**config.mk**
```make
export PLATFORM = sky130hd
export DESIGN_NAME = play_sequencer
export DESIGN_NICKNAME = d
export VERILOG_FILES = /design/src/rtl/piano_pkg.sv /design/src/rtl/gap_timer.sv /design/src/rtl/play_sequencer.sv
export SDC_FILE = /design/constraint.sdc
export NUM_CORES = 1
export LEC_CHECK = 0
export BUFFER_PORTS_ARGS = -buffer_cell sky130_fd_sc_hd__buf_4
export CAP_MARGIN = 10
export CORE_UTILIZATION = 25
export DETAILED_ROUTE_END_ITERATION = 10
export SYNTH_ARGS = -nofsm -noshare
export SYNTH_HDL_FRONTEND = slang
export SYNTH_SLANG_ARGS = --single-unit
```
**constraint.sdc**
```tcl
create_clock -name clk -period 3.6 [get_ports clk]
set_input_delay 0.72 -clock clk [delete_from_list [all_inputs] [get_ports clk]]
set_output_delay 0.72 -clock clk [all_outputs]
set_load 0.005 [all_outputs]
```
**src/rtl/piano_pkg.sv**
```systemverilog
// Shared types and constants for the piano playback/tone path.
package piano_pkg;

  typedef enum logic [2:0] {
    ST_MANUAL = 3'd0,
    ST_STOP   = 3'd1,
    ST_PLAY   = 3'd2,
    ST_PAUSE  = 3'd3,
    ST_GAP    = 3'd4
  } state_e;

  localparam logic [2:0]  MODE_MANUAL = 3'b000;
  localparam logic [2:0]  MODE_SONG1  = 3'b001;
  localparam logic [2:0]  MODE_SONG2  = 3'b010;
  localparam logic [15:0] TONE_SILENT = 16'd0;
  localparam int          CLK_HZ      = 12000000;

  // Song index i plays as player mode i+1.
  function automatic logic [2:0] song_mode(input logic [2:0] idx);
    return MODE_SONG1 + idx;
  endfunction

endpackage

```
**src/rtl/gap_timer.sv**
```systemverilog
// Loadable down-counter; expired is high while the count sits at zero.
// Load wins over decrement; the count saturates at zero.
module gap_timer #(
  parameter int W = 23
) (
  input  logic         clk,
  input  logic         rst_n,
  input  logic         load,
  input  logic [W-1:0] load_val,
  input  logic         dec,
  output logic         expired
);

  logic [W-1:0] cnt_q;

  always_ff @(posedge clk or negedge rst_n) begin
    if (!rst_n) begin
      cnt_q <= '0;
    end else if (load) begin
      cnt_q <= load_val;
    end else if (dec && (cnt_q != '0)) begin
      cnt_q <= cnt_q - 1'b1;
    end
  end

  assign expired = (cnt_q == '0);

endmodule

```
**src/rtl/play_sequencer.sv**
```systemverilog
// Playback FSM driving Music_Player mode/enable, plus keyboard/auto tone arbiter.
// All outputs registered: inputs sampled in cycle N show up at N+1.
module play_sequencer
  import piano_pkg::*;
#(
  parameter int NUM_SONGS  = 2,
  parameter int IDX_W      = 3,
  parameter int GAP_CYCLES = CLK_HZ / 2,
  parameter int LOOP_EN    = 1
) (
  input  logic             clk,
  input  logic             rst_n,
  input  logic             manual_sel,
  input  logic             btn_play,
  input  logic             btn_next,
  input  logic             key_valid,
  input  logic [15:0]      key_tone,
  input  logic [15:0]      auto_tone,
  input  logic             song_finished,
  output logic [2:0]       player_mode,
  output logic             player_enable,
  output logic [15:0]      out_tone,
  output logic [IDX_W-1:0] song_idx,
  output logic [2:0]       state
);

  localparam int GAP_W = (GAP_CYCLES > 1) ? $clog2(GAP_CYCLES) : 1;
  localparam logic [GAP_W-1:0] GAP_LOAD = GAP_W'(GAP_CYCLES - 1);
  localparam logic [IDX_W-1:0] LAST_IDX = IDX_W'(NUM_SONGS - 1);

  state_e           state_q, state_d;
  logic [IDX_W-1:0] idx_q, idx_d;
  logic             sf_q;
  logic             sf_rise;
  logic [2:0]       mode_q;
  logic             en_q;
  logic [15:0]      tone_q;
  logic             gap_load, gap_dec, gap_expired;

  function automatic logic [IDX_W-1:0] next_idx(input logic [IDX_W-1:0] i);
    return (i == LAST_IDX) ? '0 : i + 1'b1;
  endfunction

  gap_timer #(.W(GAP_W)) u_gap_timer (
    .clk      (clk),
    .rst_n    (rst_n),
    .load     (gap_load),
    .load_val (GAP_LOAD),
    .dec      (gap_dec),
    .expired  (gap_expired)
  );

  assign sf_rise = song_finished & ~sf_q;

  always_comb begin
    state_d  = state_q;
    idx_d    = idx_q;
    gap_load = 1'b0;
    gap_dec  = 1'b0;
    if (manual_sel) begin
      state_d = ST_MANUAL;
    end else begin
      case (state_q)
        ST_MANUAL: state_d = ST_STOP;
        ST_STOP: begin
          if (btn_play)      state_d = ST_PLAY;
          else if (btn_next) idx_d   = next_idx(idx_q);
        end
        ST_PLAY: begin
          if (btn_play) begin
            state_d = ST_PAUSE;
          end else if (btn_next || sf_rise) begin
            // Natural end of the last song without looping parks at song 0.
            if (!btn_next && (LOOP_EN == 0) && (idx_q == LAST_IDX)) begin
              idx_d   = '0;
              state_d = ST_STOP;
            end else begin
              idx_d    = next_idx(idx_q);
              gap_load = 1'b1;
              state_d  = ST_GAP;
            end
          end
        end
        ST_PAUSE: begin
          if (btn_play) begin
            state_d = ST_PLAY;
          end else if (btn_next) begin
            idx_d    = next_idx(idx_q);
            gap_load = 1'b1;
            state_d  = ST_GAP;
          end
        end
        ST_GAP: begin
          if (btn_play) begin
            state_d = ST_STOP;
          end else if (btn_next) begin
            idx_d    = next_idx(idx_q);
            gap_load = 1'b1;
          end else if (gap_expired) begin
            state_d = ST_PLAY;
          end else begin
            gap_dec = 1'b1;
          end
        end
        default: state_d = ST_STOP;
      endcase
    end
  end

  always_ff @(posedge clk or negedge rst_n) begin
    if (!rst_n) begin
      state_q <= ST_STOP;
      idx_q   <= '0;
      sf_q    <= 1'b0;
      mode_q  <= MODE_MANUAL;
      en_q    <= 1'b0;
      tone_q  <= TONE_SILENT;
    end else begin
      state_q <= state_d;
      idx_q   <= idx_d;
      sf_q    <= song_finished;
      // Pause keeps the song mode so the player resumes where it stopped.
      mode_q  <= ((state_d == ST_PLAY) || (state_d == ST_PAUSE)) ?
                 song_mode(3'(idx_d)) : MODE_MANUAL;
      en_q    <= (state_d == ST_PLAY);
      // Arbitration looks at the current state, so auto_tone trails entry to PLAY by a cycle.
      tone_q  <= key_valid ? key_tone :
                 ((state_q == ST_PLAY) ? auto_tone : TONE_SILENT);
    end
  end

  assign player_mode   = mode_q;
  assign player_enable = en_q;
  assign out_tone      = tone_q;
  assign song_idx      = idx_q;
  assign state         = state_q;

endmodule

```
==> results_dict.tcl, run 1 <==
set metrics [dict create \
    remaining_drc_errors 0 \
    path_class "reg2reg" \
    die_w_um 102 \
    synth_top_area_share_pct 48.7 \
    drtIter0Drc 95 \
    grt_pass1_wl_mm 9.65 \
    first_global_vias 2027 \
    ctsHtreeMaxLevel 2 \
    cp_cell_sequence "nor3b_2 -> o21ai_0 -> a21oi_1 -> nand2_1 -> mux2_2 -> ha_1 -> xor2_1 -> xnor2_1 -> nor2_1" \
    ir_drop_uv 196 \
    multi_input_area_mm2 0.00119 \
    synth_cells 265 \
    required_ns 3.78 \
    cp_slowest_cell "nor3b_2" \
    layout_min_cycle_time_ns 2.56 \
    yosysTopAreaCell "dfrtp_1" \
    die_area_mm2 0.0105 \
    startpoint_type "register" \
    layout.nets 370 \
    setup_tns_ns 0 \
    rsz0062_at_grt "no" \
    start_util_pct 25.8 \
    antenna_found_initial 0 \
    power_mw 1.40 \
    finalHoldViolations 0 \
    cp-startpoint "state[2]" \
    avgSynthCellArea_um2 9.50 \
    gp_congestion 0.782 \
    synth_ff_type "dfrtp_1" \
    ys_ff_latch 50 \
    die_h_um 102 \
    critPathMaxStageDelay_ns 0.54 \
    grt_max_degree 51 \
    netlist-cell-type-count 51 \
    finalCritPeriodShare_pct 71.2 \
    core_area_mm2 0.00977 \
    cp.arrival_ns 2.74 \
    hold_class "in2async" \
    leakagePower_nw 1.45 \
    maxCapViolCount 0 \
    seq_area_mm2 0.00125 \
    skew_ns 0.00641 \
    tightest_slew_ns 0.745 \
    cts_resized 0 \
    antenna_cells 0 \
    internal-power_mw 0.968 \
    fmax_mhz 390 \
    synth.area.top_cells "dfrtp_1, nand2_1, o21ai_0" \
    fp-row-count 36 \
    ant_nets 0 \
    cts_root_buf "clkbuf_8" \
    clkLatencyLatePin_ns 0.30 \
    pwr-share-seq_pct 53.7 \
    finalMaxSlewViolations 0 \
    nFillCells 1007 \
    first_pass_iters 4 \
    yosys_warnings 0 \
    num_vias 2067 \
    clk_path_buf_depth 2 \
    power_density_mw_per_mm2 433 \
    wl_per_cell_um 12.2 \
    pwr-share-comb_pct 20.9 \
    wirelength_mm 5.62 \
    tritoncts "built" \
    critPathCaptureType "register" \
    clockPowerShare_pct 25.4 \
    postCtsSetupBuffers 0 \
    yosysSeqAreaShare_pct 49.8 \
    slew_headroom_pct 50.3 \
    critPathMaxFanout 10 \
    p_sw_mw 0.433 \
    r2r_start "state[2]" \
    switching_share_pct 30.9 \
    viasPerCell 4.47 \
    syn_area_mm2 0.00252 \
    ios 65 \
    areaGrowthSynthToFinish_pct 28.3 \
    grt_overflow 0 \
    cts_buffers 5 \
    holdBufCountCts 0 \
    path_clk_slew_ns 0.10 \
    outcome "complete, no violations" \
    synthArstFlopShare_pct 100 \
    syn_nets 307 \
    dp_hpwl_mm 4.04 \
    portBuffers 64 \
    synth_edf_count 0 \
    setup_viol 0 \
    clkSinkCount 50 \
    drive_above_1_share_pct 25.5 \
    track_usage_pct 11.5 \
]
## logic make-up after synthesis
| family | Yosys count | synth area share [%] |
|---|---|---|
| AOI/OAI and AO/OA | 57 | 14.1 |
| adders and majority gates | 3 | 1.49 |
| and+or+nand+nor | 122 | 25.8 |
| buffers and inverters | 17 | 2.93 |
| DFF | 50 | 49.8 |
| muxes | 5 | 2.04 |
| xor gates and xnor gates | 11 | 3.83 |
## state kept, by name, summed over array words and instances (netlist names)
register / flops
out_tone: 16
player_enable: 1
player_mode: 3
sf_q: 1
song_idx: 3
state: 3
u_gap_timer.cnt_q: 23
## critical path: cells and delay by family, from the launching register on
family,cells,cell delay (ns)
AOI/OAI and AO/OA,2,0.49
and+or+nand+nor,3,0.67
xor gates and xnor gates,2,0.31
DFF,1,0.46
adders and majority gates,1,0.21
muxes,1,0.29
## worst paths after layout
kind,cells after the start,slack (ns),to
max in group asynchronous,1,2.73,u_gap_timer.cnt_q[7]
setup reg to reg,9,1.04,player_mode[2]
hold reg to reg,1,0.50,u_gap_timer.cnt_q[13]
hold / removal,1,0.43,u_gap_timer.cnt_q[16]
setup / recovery,9,1.04,player_mode[2]
min in group clk,1,0.50,u_gap_timer.cnt_q[13]
## per-stage QoR
stage / util, % / setup WS [ns] / cell area [um^2] / cells / hold slack, ns
2_1_floorplan: - / 1.30 / 2520 / 265 / 0.424
3_3_place_gp: 32.0 / 1.10 / 3130 / 454 / 0.470
3_5_place_dp: 32.0 / 1.02 / 3130 / 454 / 0.485
4_1_cts: 33.1 / 1.06 / 3230 / 462 / 0.456
5_1_grt: 33.1 / 0.756 / 3230 / 462 / 0.490
6_report: 33.1 / 1.04 / 3230 / 462 / 0.435
## power by group through the flow
stage	clock network (mW)	registers, mW	logic (mW)
2_1_floorplan	0	0.741	0.183
3_5_place_dp	0	0.763	0.294
5_1_grt	0.389	0.770	0.338
3_3_place_gp	0	0.758	0.289
6_report	0.356	0.752	0.293
4_1_cts	0.372	0.752	0.297
## metal layers
metal  GRT usage, %  wire length, um  up-vias
met2           17.5             2530       55
met1           16.2             2790      947
li1               -                -     1060
met4           3.63               46        0
met5              0                0        -
met3           2.67              260        5
## Yosys cell counts, types with 2 or more instances
| master | number |
|---|---|
| a2111oi_0 | 2 |
| a211oi_1 | 6 |
| a21oi_1 | 11 |
| a31oi_1 | 3 |
| and3_1 | 3 |
| and4_1 | 4 |
| buf_2 | 2 |
| clkbuf_1 | 7 |
| dfrtp_1 | 49 |
| ha_1 | 3 |
| inv_1 | 7 |
| mux2i_1 | 4 |
| nand2_1 | 53 |
| nand2b_1 | 2 |
| nand3b_1 | 2 |
| nand4_1 | 4 |
| nor2_1 | 20 |
| nor2b_1 | 6 |
| nor3_1 | 4 |
| nor3b_2 | 2 |
| nor4_1 | 4 |
| o211ai_1 | 2 |
| o21a_1 | 2 |
| o21ai_0 | 22 |
| o22ai_1 | 2 |
| o311ai_0 | 2 |
| or3_1 | 4 |
| xnor2_1 | 8 |
| xor2_1 | 3 |
## area by class of cell
class                           count  share of cell area (%)
Inverter                            7                   0.813
Sequential cell                    50                    38.8
Clock buffer                        6                    2.56
Multi-Input combinational cell    198                    36.9
Clock inverter                      2                   0.503
Timing Repair Buffer               66                    15.3
Tap cell                          133                    5.15
## placed cells by master (no fill, tap or decap), drive strengths merged, types with 2 or more instances in the layout
master and instances:
o311ai 2, xor2 3, buf 66, clkbuf 6
o21ai 22, mux2i 4, nand2b 2, or3 5
inv 8, and3 3, nand4 4, nor4 6
nor2 20, a21oi 12, nor2b 6, o21a 2
or4 2, a211oi 6, nand3b 2, o22ai 2
dfrtp 49, xnor2 8, and4 4, a31oi 3
nor3b 3, ha 3, a2111oi 2, nor3 4
o211ai 2, nand2 53
Power figures use the tool's default switching activity.
==> run 2: changes to the inputs <==
Clock period 3.6 ns to 2.15 ns, I/O delays scaled along.
==> run 2 against run 1 <==
Clock skew grew 0.00065 ns. Combinational power grew 120%. Cell count grew 6.5%. Register-to-register slack lost 0.99 ns. Sequential cell count is the same. Largest power group unchanged. Highest routed layer unchanged.
==> results_dict.tcl, run 2 (synthesis gave the netlist of run 1 again) <==
set metrics [dict create \
    viasPerCell 4.56 \
    fp-row-count 36 \
    pwr-share-seq_pct 49.3 \
    cp.arrival_ns 2.28 \
    grt_max_degree 51 \
    first_global_vias 2211 \
    rsz0062_at_grt "yes" \
    finalCritPeriodShare_pct 97.6 \
    path_clk_slew_ns 0.09 \
    setup_viol 0 \
    start_util_pct 25.8 \
    required_ns 2.33 \
    critPathCaptureType "register" \
    internal-power_mw 1.80 \
    clkSinkCount 50 \
    cts_root_buf "clkbuf_8" \
    portBuffers 64 \
    antenna_found_initial 0 \
    skew_ns 0.00706 \
    layout.nets 400 \
    reg2reg_slack_ns 0.05 \
    drive_above_1_share_pct 34.8 \
    reg2regPathDepth 5 \
    cts_buffers 5 \
    core_area_mm2 0.00977 \
    finalHoldViolations 0 \
    track_usage_pct 12.2 \
    path_class "reg2reg" \
    grt_overflow 0 \
    wirelength_mm 5.91 \
    gp_congestion 0.821 \
    grt_pass1_wl_mm 10.2 \
    cp_slowest_cell "or4_4" \
    ir_drop_uv 317 \
    num_vias 2243 \
    regMostFlops "u_gap_timer.cnt_q" \
    die_w_um 102 \
    finalMaxSlewViolations 0 \
    antenna_cells 0 \
    postLayoutCoreUtil_pct 36.3 \
    die_area_mm2 0.0105 \
    cp_cell_sequence "or3_4 -> or2_4 -> or4_4 -> o21a_1 -> or3_1" \
    remaining_drc_errors 0 \
    areaGrowthSynthToFinish_pct 40.8 \
    maxCapViolCount 0 \
    dp_hpwl_mm 4.36 \
    startpoint_type "register" \
    clkLatencyLatePin_ns 0.30 \
    ant_nets 0 \
    switching_share_pct 29.8 \
    tritoncts "built" \
    clockPowerShare_pct 25.9 \
    layout_commonest_cell "buf_4" \
    pwr-share-comb_pct 24.8 \
    die_h_um 102 \
    fmax_mhz 476 \
    outcome "complete, no violations" \
    final_cell_mix "buf_4, nand2_1, dfrtp_1" \
    drtIter0Drc 89 \
    wl_per_cell_um 12.0 \
    clk_path_buf_depth 2 \
    leakagePower_nw 1.61 \
    tightest_slew_ns 0.847 \
    ios 65 \
    critPathMaxFanout 5 \
    power_density_mw_per_mm2 725 \
    layout_min_cycle_time_ns 2.10 \
    critPathMaxStageDelay_ns 0.42 \
    power_mw 2.57 \
    p_sw_mw 0.766 \
    ctsHtreeMaxLevel 2 \
    timing.hold.ws_ns 0.141 \
    hold_class "in2async" \
    first_pass_iters 4 \
    largest_reg_flops 23 \
    slew_headroom_pct 43.5 \
]
## run 2: metal layers
layer | share of wire, % | track usage (%) | vias up
met5 | 0 | 0 | -
met4 | 0.81 | 2.97 | 0
met3 | 4.7 | 3.08 | 5
met2 | 47 | 19.4 | 53
met1 | 47 | 16.7 | 1064
li1 | - | - | 1121
## run 2: worst paths after layout
path / from / end
worst max-delay path: u_gap_timer.cnt_q[13] / u_gap_timer.cnt_q[20]
worst min-delay path: rst_n / u_gap_timer.cnt_q[21]
worst max register to register: u_gap_timer.cnt_q[13] / u_gap_timer.cnt_q[20]
worst min register to register: u_gap_timer.cnt_q[13] / u_gap_timer.cnt_q[13]
max in group asynchronous: rst_n / state[1]
min in group clk: song_finished / sf_q
## run 2: power groups by stage
stage / Clock [mW] / Sequential (mW) / Combinational [mW]
floorplan: 0 / 1.24 / 0.310
global placement: 0 / 1.26 / 0.585
detailed placement: 0 / 1.26 / 0.601
CTS: 0.687 / 1.24 / 0.606
global route: 0.729 / 1.29 / 0.719
finish: 0.665 / 1.27 / 0.638
## run 2: metrics by stage
step                      cell area (um^2)  setup TNS [ns]  cells  worst slack, ns
after detailed placement              3360               0    482          0.00404
after CTS                             3470               0    490         0.000622
after global placement                3360               0    482           0.0482
after floorplan                       2540         -0.0503    265          -0.0503
final                                 3540               0    492           0.0510
after global routing                  3540         -0.0553    492          -0.0380
## run 2: worst max-delay path, delay by kind of cell (launching register included)
family	cells	cell delay (ns)
compound gates	1	0.18
flops	1	0.41
simple gates	4	1.39
## run 2: cell type report
cell class | count | area [um^2]
fill | 988 | 6230
sequential | 50 | 1250
multi-input combinational | 198 | 1260
tap | 133 | 166
clock buffer | 6 | 72.6
inverter | 7 | 26.3
clock inverter | 2 | 37.5
timing repair buffer | 96 | 724
## run 2: repair_timing
action,CTS,global route
resized for setup,0,16
hold buffers,0,0
setup endpoints to repair,0,28
buffers inserted,0,2
